--- src/rtl/mem_arbiter.sv ---
// mem_arbiter
//   Shares one picorv32-style memory port between the instruction fetcher and
//   the data accessor. One transaction is outstanding at a time. Data wins
//   contention because the accessor holds the older instruction, but a burst
//   counter forces a waiting fetch through after MAX_DATA_BURST data grants.
//   A flush while a fetch is in flight lets the memory cycle complete and then
//   swallows its response.
//
// Ports
//   i_clk, i_reset                 clock, synchronous active-low reset
//   i_instr_valid/i_instr_addr     fetch request
//   o_instr_ready/o_instr_rdata    one-cycle fetch response pulse + word
//   i_data_valid/i_data_addr       load/store request
//   i_data_wdata/i_data_wstrb      store data and byte enables (0 = load)
//   o_data_ready/o_data_rdata      one-cycle data response pulse + word
//   i_flush                        abandon the current or pending fetch
//   o_mem_valid/o_mem_instr        memory request, request is a fetch
//   o_mem_addr/o_mem_wdata/o_mem_wstrb  word-aligned request payload
//   i_mem_ready/i_mem_rdata        memory completion and read data
module mem_arbiter #(
    parameter int MAX_DATA_BURST = 4
) (
    input  logic        i_clk,
    input  logic        i_reset,
    input  logic        i_instr_valid,
    input  logic [31:0] i_instr_addr,
    output logic        o_instr_ready,
    output logic [31:0] o_instr_rdata,
    input  logic        i_data_valid,
    input  logic [31:0] i_data_addr,
    input  logic [31:0] i_data_wdata,
    input  logic [3:0]  i_data_wstrb,
    output logic        o_data_ready,
    output logic [31:0] o_data_rdata,
    input  logic        i_flush,
    output logic        o_mem_valid,
    output logic        o_mem_instr,
    input  logic        i_mem_ready,
    output logic [31:0] o_mem_addr,
    output logic [31:0] o_mem_wdata,
    output logic [3:0]  o_mem_wstrb,
    input  logic [31:0] i_mem_rdata
);

    localparam int CNT_W = $clog2(MAX_DATA_BURST + 1);
    localparam logic [CNT_W-1:0] BURST_MAX = CNT_W'(MAX_DATA_BURST);

    typedef enum logic [1:0] {IDLE, INSTR, DATA, RESP} state_t;

    state_t           r_state;
    logic [CNT_W-1:0] r_burst_cnt;
    logic             r_drop;
    logic             r_mem_valid;
    logic             r_mem_instr;
    logic [31:0]      r_mem_addr;
    logic [31:0]      r_mem_wdata;
    logic [3:0]       r_mem_wstrb;
    logic             r_instr_ready;
    logic [31:0]      r_instr_rdata;
    logic             r_data_ready;
    logic [31:0]      r_data_rdata;

    logic             w_fetch_ok;
    logic             w_grant_instr;

    // Saturating increment: the counter parks at BURST_MAX and never wraps.
    function automatic logic [CNT_W-1:0] burst_sat_inc(input logic [CNT_W-1:0] v);
        return (v == BURST_MAX) ? v : v + CNT_W'(1);
    endfunction

    // The accessor owns byte-lane placement through wstrb, so the port only
    // ever sees word addresses.
    function automatic logic [31:0] word_align(input logic [31:0] a);
        return a & 32'hFFFF_FFFC;
    endfunction

    // A flush in the decision cycle suppresses the fetch but not a pending load/store.
    assign w_fetch_ok    = i_instr_valid && !i_flush;
    assign w_grant_instr = w_fetch_ok && (!i_data_valid || (r_burst_cnt == BURST_MAX));

    always_ff @(posedge i_clk) begin
        if (!i_reset) begin
            r_state       <= IDLE;
            r_burst_cnt   <= '0;
            r_drop        <= 1'b0;
            r_mem_valid   <= 1'b0;
            r_mem_instr   <= 1'b0;
            r_mem_addr    <= '0;
            r_mem_wdata   <= '0;
            r_mem_wstrb   <= '0;
            r_instr_ready <= 1'b0;
            r_instr_rdata <= '0;
            r_data_ready  <= 1'b0;
            r_data_rdata  <= '0;
        end else begin
            // Ready outputs are single-cycle pulses; only the completion edge raises them.
            r_instr_ready <= 1'b0;
            r_data_ready  <= 1'b0;
            case (r_state)
                IDLE: begin
                    if (w_grant_instr) begin
                        r_state     <= INSTR;
                        r_mem_valid <= 1'b1;
                        r_mem_instr <= 1'b1;
                        r_mem_addr  <= word_align(i_instr_addr);
                        r_mem_wstrb <= '0;
                        r_burst_cnt <= '0;
                    end else if (i_data_valid) begin
                        r_state     <= DATA;
                        r_mem_valid <= 1'b1;
                        r_mem_instr <= 1'b0;
                        r_mem_addr  <= word_align(i_data_addr);
                        r_mem_wdata <= i_data_wdata;
                        r_mem_wstrb <= i_data_wstrb;
                        // Only data grants that overtake a waiting fetch count
                        // toward the starvation bound.
                        r_burst_cnt <= i_instr_valid ? burst_sat_inc(r_burst_cnt) : '0;
                    end
                end
                INSTR: begin
                    if (i_flush) begin
                        r_drop <= 1'b1;
                    end
                    if (i_mem_ready) begin
                        r_state     <= RESP;
                        r_mem_valid <= 1'b0;
                        r_mem_wstrb <= '0;
                        // A flush on the completion cycle itself also discards the word.
                        if (!r_drop && !i_flush) begin
                            r_instr_rdata <= i_mem_rdata;
                            r_instr_ready <= 1'b1;
                        end
                    end
                end
                DATA: begin
                    if (i_mem_ready) begin
                        r_state      <= RESP;
                        r_mem_valid  <= 1'b0;
                        r_mem_wstrb  <= '0;
                        r_data_rdata <= i_mem_rdata;
                        r_data_ready <= 1'b1;
                    end
                end
                RESP: begin
                    // Requests are ignored here so a held valid cannot re-grant
                    // during the response pulse.
                    r_drop  <= 1'b0;
                    r_state <= IDLE;
                end
                default: begin
                    r_state <= IDLE;
                end
            endcase
        end
    end

    assign o_mem_valid   = r_mem_valid;
    assign o_mem_instr   = r_mem_instr;
    assign o_mem_addr    = r_mem_addr;
    assign o_mem_wdata   = r_mem_wdata;
    assign o_mem_wstrb   = r_mem_wstrb;
    assign o_instr_ready = r_instr_ready;
    assign o_instr_rdata = r_instr_rdata;
    assign o_data_ready  = r_data_ready;
    assign o_data_rdata  = r_data_rdata;

endmodule

--- config.mk ---
export PLATFORM = sky130hd
export DESIGN_NAME = mem_arbiter
export DESIGN_NICKNAME = d
export VERILOG_FILES = /design/src/rtl/mem_arbiter.sv
export SDC_FILE = /design/constraint.sdc
export NUM_CORES = 1
export LEC_CHECK = 0
export CORE_MARGIN = 2
export CORE_UTILIZATION = 40
export DETAILED_ROUTE_END_ITERATION = 16
export PLACE_DENSITY = 0.8
export RECOVER_POWER = 100
export SLEW_MARGIN = 10
export SYNTH_ARGS = -nofsm -noshare
export SYNTH_HDL_FRONTEND = slang
export SYNTH_SLANG_ARGS = --single-unit
--- constraint.sdc ---
create_clock -name i_clk -period 1.85 [get_ports i_clk]
set_input_delay 0.4625 -clock i_clk [delete_from_list [all_inputs] [get_ports i_clk]]
set_output_delay 0.4625 -clock i_clk [all_outputs]
set_load 0.02 [all_outputs]
# Word-level counts from Yosys, hierarchy flattened
# Cells that the tools add are included.
classes:
  n_addsub: 1
  n_eq_ne: 8
  mux: 24
  bitwise: 1
  reduce_logical: 22
ops:
  columns: ["cell", "n"]
  rows:
  - ["$mux W32", 2]
  - ["$reduce_and A3 Y1", 5]
  - ["$mux W3", 4]
  - ["$mux W4", 3]
  - ["$reduce_and A2 Y1", 5]
  - ["$mux W1", 8]
  - ["$pmux W4 S2", 1]
  - ["$mux W2", 3]
  - ["$ne A3 B3 Y1 const B", 2]
  - ["$pmux W2 S3", 1]
  - ["$reduce_bool A2 Y1", 3]
  - ["$eq A2 B2 Y1 const B", 2]
  - ["$pmux W1 S2", 2]
  - ["$add A3 B1 Y3 const B", 1]
  - ["$eq A3 B3 Y1 const B", 1]
  - ["$logic_and A1 B1 Y1", 3]
  - ["$logic_not A1 Y1", 3]
  - ["$eq A2 B1 Y1 const B", 1]
  - ["$logic_not A2 Y1", 1]
  - ["$ne A2 B1 Y1 const B", 1]
  - ["$ne A2 B2 Y1 const B", 1]
  - ["$reduce_or A2 Y1", 1]
  - ["$logic_or A1 B1 Y1", 1]
  - ["$not A1 Y1", 1]
totals:
  register_bits: 142
  output_inout_bits: 136
  wordCells: 68

# Logic depth before layout (Yosys ltp)
depth:
  ltp_word: 5
  depth_mapped: 8
  mapped_depth_nobuf: 6

# Least setup slack after synthesis
# No wires, ideal clock.
synth_path:
  path_kind: "reg-to-reg"
  from: "reg r_state[1]"
  to: "reg r_instr_rdata[0] (netlist: o_instr_rdata[0])"
  arrival_time_ns: 1.540
  path_slack_ns: 0.188
  path_stages_with_launch: 9
  path_buffers: 2
  period_less_slack_ns: 1.662
  cell_sequence: "dfxtp_1 > inv_1 > ha_1 > inv_1 > or4b_1 > clkbuf_1 > clkbuf_1 > nand2_1 > a21boi_0"
synth_between:
  elab_chain_len: 2
synth_rtl:
  columns: ["element", "line_no", "text"]
  rows:
  - ["from (decl)", "50", "state_t r_state;"]
  - ["from (signal assigned)", "83", "r_state <= IDLE;"]
  - ["from (signal assigned)", "102", "r_state <= INSTR;"]
  - ["from (signal assigned)", "109", "r_state <= DATA;"]
  - ["$eq A2 B1 Y1", "99", "case (r_state)"]
  - ["$reduce_and A3 Y1 (no source line)", null, null]
  - ["to (signal assigned)", "130", "r_instr_rdata <= i_mem_rdata;"]
  - ["to (decl)", "59", "logic [31:0] r_instr_rdata;"]
# Every way passes these cells.
# A chain may end at the register's enable or synchronous reset.

# Worst setup path after layout
layout_path:
  from: "reg r_data_rdata[14] (netlist: o_data_rdata[14])"
  to: "out o_data_rdata[14]"
layout_rtl:
  columns: ["element", "line_no", "text"]
  rows:
  - ["from (decl)", "61", "logic [31:0] r_data_rdata;"]
  - ["from (signal assigned)", "140", "r_data_rdata <= i_mem_rdata;"]
  - ["to (decl)", "34", "output logic [31:0] o_data_rdata,"]
# No word-level cell between the ends.

==> flow_summary.json <==
{
  "whs_ns": 0.453,
  "finalWeightedCongestion": 0.761,
  "drtPass1Iterations": 6,
  "total_power_mw": 11.2,
  "seq_area_frac_synth_pct": 50.4,
  "hold_violations": 0,
  "area_delta_synth_final_pct": 55.5,
  "fin_nets": 1079,
  "worstPathMaxFanout": 2,
  "netlist_area_um2": 5560,
  "yosys.area_share.simple_pct": 18.8,
  "grt-ovfl-total": 0,
  "synth_top_family_by_area": "compound AO/OA/AOI/OAI gates",
  "synth_common_cells": "238 x nand2_1, 140 x dfxtp_1, 83 x a21boi_0, 59 x a21oi_1, 36 x o21ai_0",
  "postSynth.asyncResetShare_pct": 0,
  "endpoint_kind": "output port",
  "cts_made_buffers": 17,
  "hold_path_class": "flop to flop",
  "clkSlewWorstSetupHoldPaths_ns": 0.06,
  "wl_per_cell_um": 14.9,
  "fin_crit_ns": 1.83,
  "criticalPathCategory": "flop to output port",
  "yosysUniqueCellTypes": 38,
  "drtAntennaViolNets": 0,
  "critical-path-slowest-cell": "clkdlybuf4s50_1",
  "insertion_delay_ns": 0.41,
  "pwr-share-clk_pct": 33.3,
  "setup_viol": 0,
  "drtIter0Drc": 298,
  "fmax_ghz": 0.548,
  "switching_share_pct": 33.3,
  "htree_levels": 4,
  "seqPwrFrac_pct": 34.3,
  "synth_fa_ha_area_share_pct": 1.35,
  "finClkSkew_ns": 0.00801,
  "synth.mux.area_fraction_pct": 0.180,
  "cts-root-buf": "clkbuf_16",
  "crit_chain": "clkdlybuf4s50_1",
  "cts_buffer_depth": 2,
  "critPathBufInv": 1,
  "power_density_nw_per_um2": 1290,
  "synth_top_area_cell": "dfxtp_1",
  "synth.area.top_cells": "dfxtp_1 50%, nand2_1 16%, a21boi_0 11%",
  "ir_drop_mv": 0.790,
  "yosys_warnings": 0,
  "start_kind": "flop",
  "drc_errors": 0,
  "row_count": 43,
  "dp_hpwl_mm": 11.4,
  "grt_max_degree": 55,
  "wirelength_mm": 16.8,
  "cap_violations": 0,
  "grtUsageTotal_pct": 22.2,
  "clock-sinks": 140,
  "layout-drive-gt1-share_pct": 6.55,
  "p_int_mw": 7.44,
  "arrival_ns": 1.36,
  "crit_family": "buffers and inverters",
  "syn_inst": 677,
  "synth_flop_cell": "dfxtp_1",
  "antenna_found_initial": 1,
  "vias": 5516,
  "grt_pass1_wl_mm": 26.1,
  "p_leak_nw": 3.36,
  "required_ns": 1.39,
  "io_pins": 274,
  "critical-path-max-stage-delay_ns": 0.63,
  "port_buffers": 267,
  "die_w_um": 122,
  "synth_xor_area_share_pct": 0,
  "p_comb_share_pct": 32.4,
  "die_h_um": 122,
  "status": "finished clean",
  "setup_tns_ns": 0,
  "cts_tree": "done",
  "synth_edf_count": 0,
  "period_share_pct": 98.7,
  "core_um2": 13700,
  "yosysMostFrequentCell": "nand2_1",
  "die-area_um2": 14800,
  "synth-compound-area-share_pct": 24.3,
  "avgViaCountPerCell": 4.89,
  "grt_pass1_vias": 5315,
  "final_max_slew_viol_count": 0,
  "synth.avg_cell_area_um2": 8.21,
  "post-cts-setup-buffers": 0,
  "start_util_pct": 40.5,
  "yosys_register_bits": 140,
  "yosysTopAreaCellShare_pct": 50.4,
  "power_switching_mw": 3.72
}
## sequential cells by signal, summed over array words and instances, names as in the netlist, 2 cells and up
register and flops:
r_burst_cnt 3, o_mem_wstrb 4, o_instr_rdata 32, o_mem_wdata 32
o_mem_addr 30, o_data_rdata 32, r_state 2
## metal layers
| metal | routed length, um | part of all wire [%] | vias up | track usage (%) |
|---|---|---|---|---|
| met5 | 0 | 0 | - | 0 |
| met4 | 292 | 1.7 | 0 | 7.83 |
| met3 | 1260 | 7.5 | 24 | 7.82 |
| met2 | 8160 | 49 | 199 | 38.1 |
| met1 | 7100 | 42 | 2534 | 25.6 |
| li1 | - | - | 2759 | - |
## kinds of logic after synthesis
logic type | after synthesis
flip-flops | 140
AO/OA/AOI/OAI | 210
AND/OR/NAND/NOR | 261
adder cells (fa/ha/maj) | 6
other | 1
multiplexers | 1
buffers and inverters | 58
## power by group through the flow
stage / Clock, mW / Combinational [mW] / Sequential (mW)
floorplan: 0 / 1.54 / 4.46
global placement: 0 / 3.99 / 3.87
detailed placement: 0 / 4.03 / 3.89
CTS: 3.78 / 3.98 / 3.83
global route: 3.92 / 3.95 / 3.89
finish: 3.72 / 3.61 / 3.83
## cell usage in the layout, fill, tap and decap left out, types with 4 or more instances in the layout
| master | Yosys | routed |
|---|---|---|
| buf_12 | 0 | 7 |
| nor2_1 | 4 | 4 |
| o21ai_0 | 36 | 36 |
| o22ai_1 | 4 | 4 |
| clkbuf_1 | 32 | 73 |
| buf_4 | 5 | 17 |
| clkdlybuf4s50_1 | 0 | 162 |
| dfxtp_1 | 140 | 140 |
| dlygate4sd2_1 | 0 | 30 |
| nor2b_1 | 5 | 4 |
| a21boi_1 | 14 | 5 |
| bufinv_16 | 0 | 5 |
| inv_1 | 5 | 5 |
| nand2_1 | 238 | 238 |
| ha_1 | 6 | 5 |
| a21oi_1 | 59 | 59 |
| clkbuf_16 | 0 | 17 |
| a21boi_0 | 83 | 92 |
## worst paths after layout
check | slack, ns | end | from | cells after the start
max | 0.02 | o_data_rdata[14] | o_data_rdata[14]$_SDFFE_PN0P_ | 1
min | 0.45 | o_mem_wdata[8]$_SDFFE_PN0P_ | o_mem_wdata[8]$_SDFFE_PN0P_ | 2
max reg2reg | 0.12 | o_instr_rdata[26]$_SDFFE_PN0P_ | r_state[1]$_SDFFE_PN0P_ | 7
min reg2reg | 0.45 | o_mem_wdata[8]$_SDFFE_PN0P_ | o_mem_wdata[8]$_SDFFE_PN0P_ | 2
## repair_timing
item                       4_1_cts  5_1_grt
resized for setup               30       73
pin swaps                        0        0
setup endpoints to repair       30       81
hold buffers                     0        0
## layout make-up
type	instances	area [um2]
Inverter	5	18.8
Multi-Input combinational cell	480	2490
Fill cell	1229	5080
Clock inverter	11	191
Sequential cell	140	2800
Tap cell	180	225
Antenna cell	1	2.50
Timing Repair Buffer	291	2450
Clock buffer	20	457
## through the flow
step | cell area, um2 | util (%) | instances | worst slack (ns)
after global placement | 8500 | 62.0 | 1096 | -0.184
after global routing | 8640 | 63.0 | 1128 | -0.00377
final | 8640 | 63.0 | 1128 | 0.0247
after detailed placement | 8500 | 62.0 | 1096 | -0.230
after CTS | 9110 | 66.4 | 1127 | 0.000524
after floorplan | 5560 | - | 678 | 0.188
No activity file was read; power rests on OpenSTA's default activity.
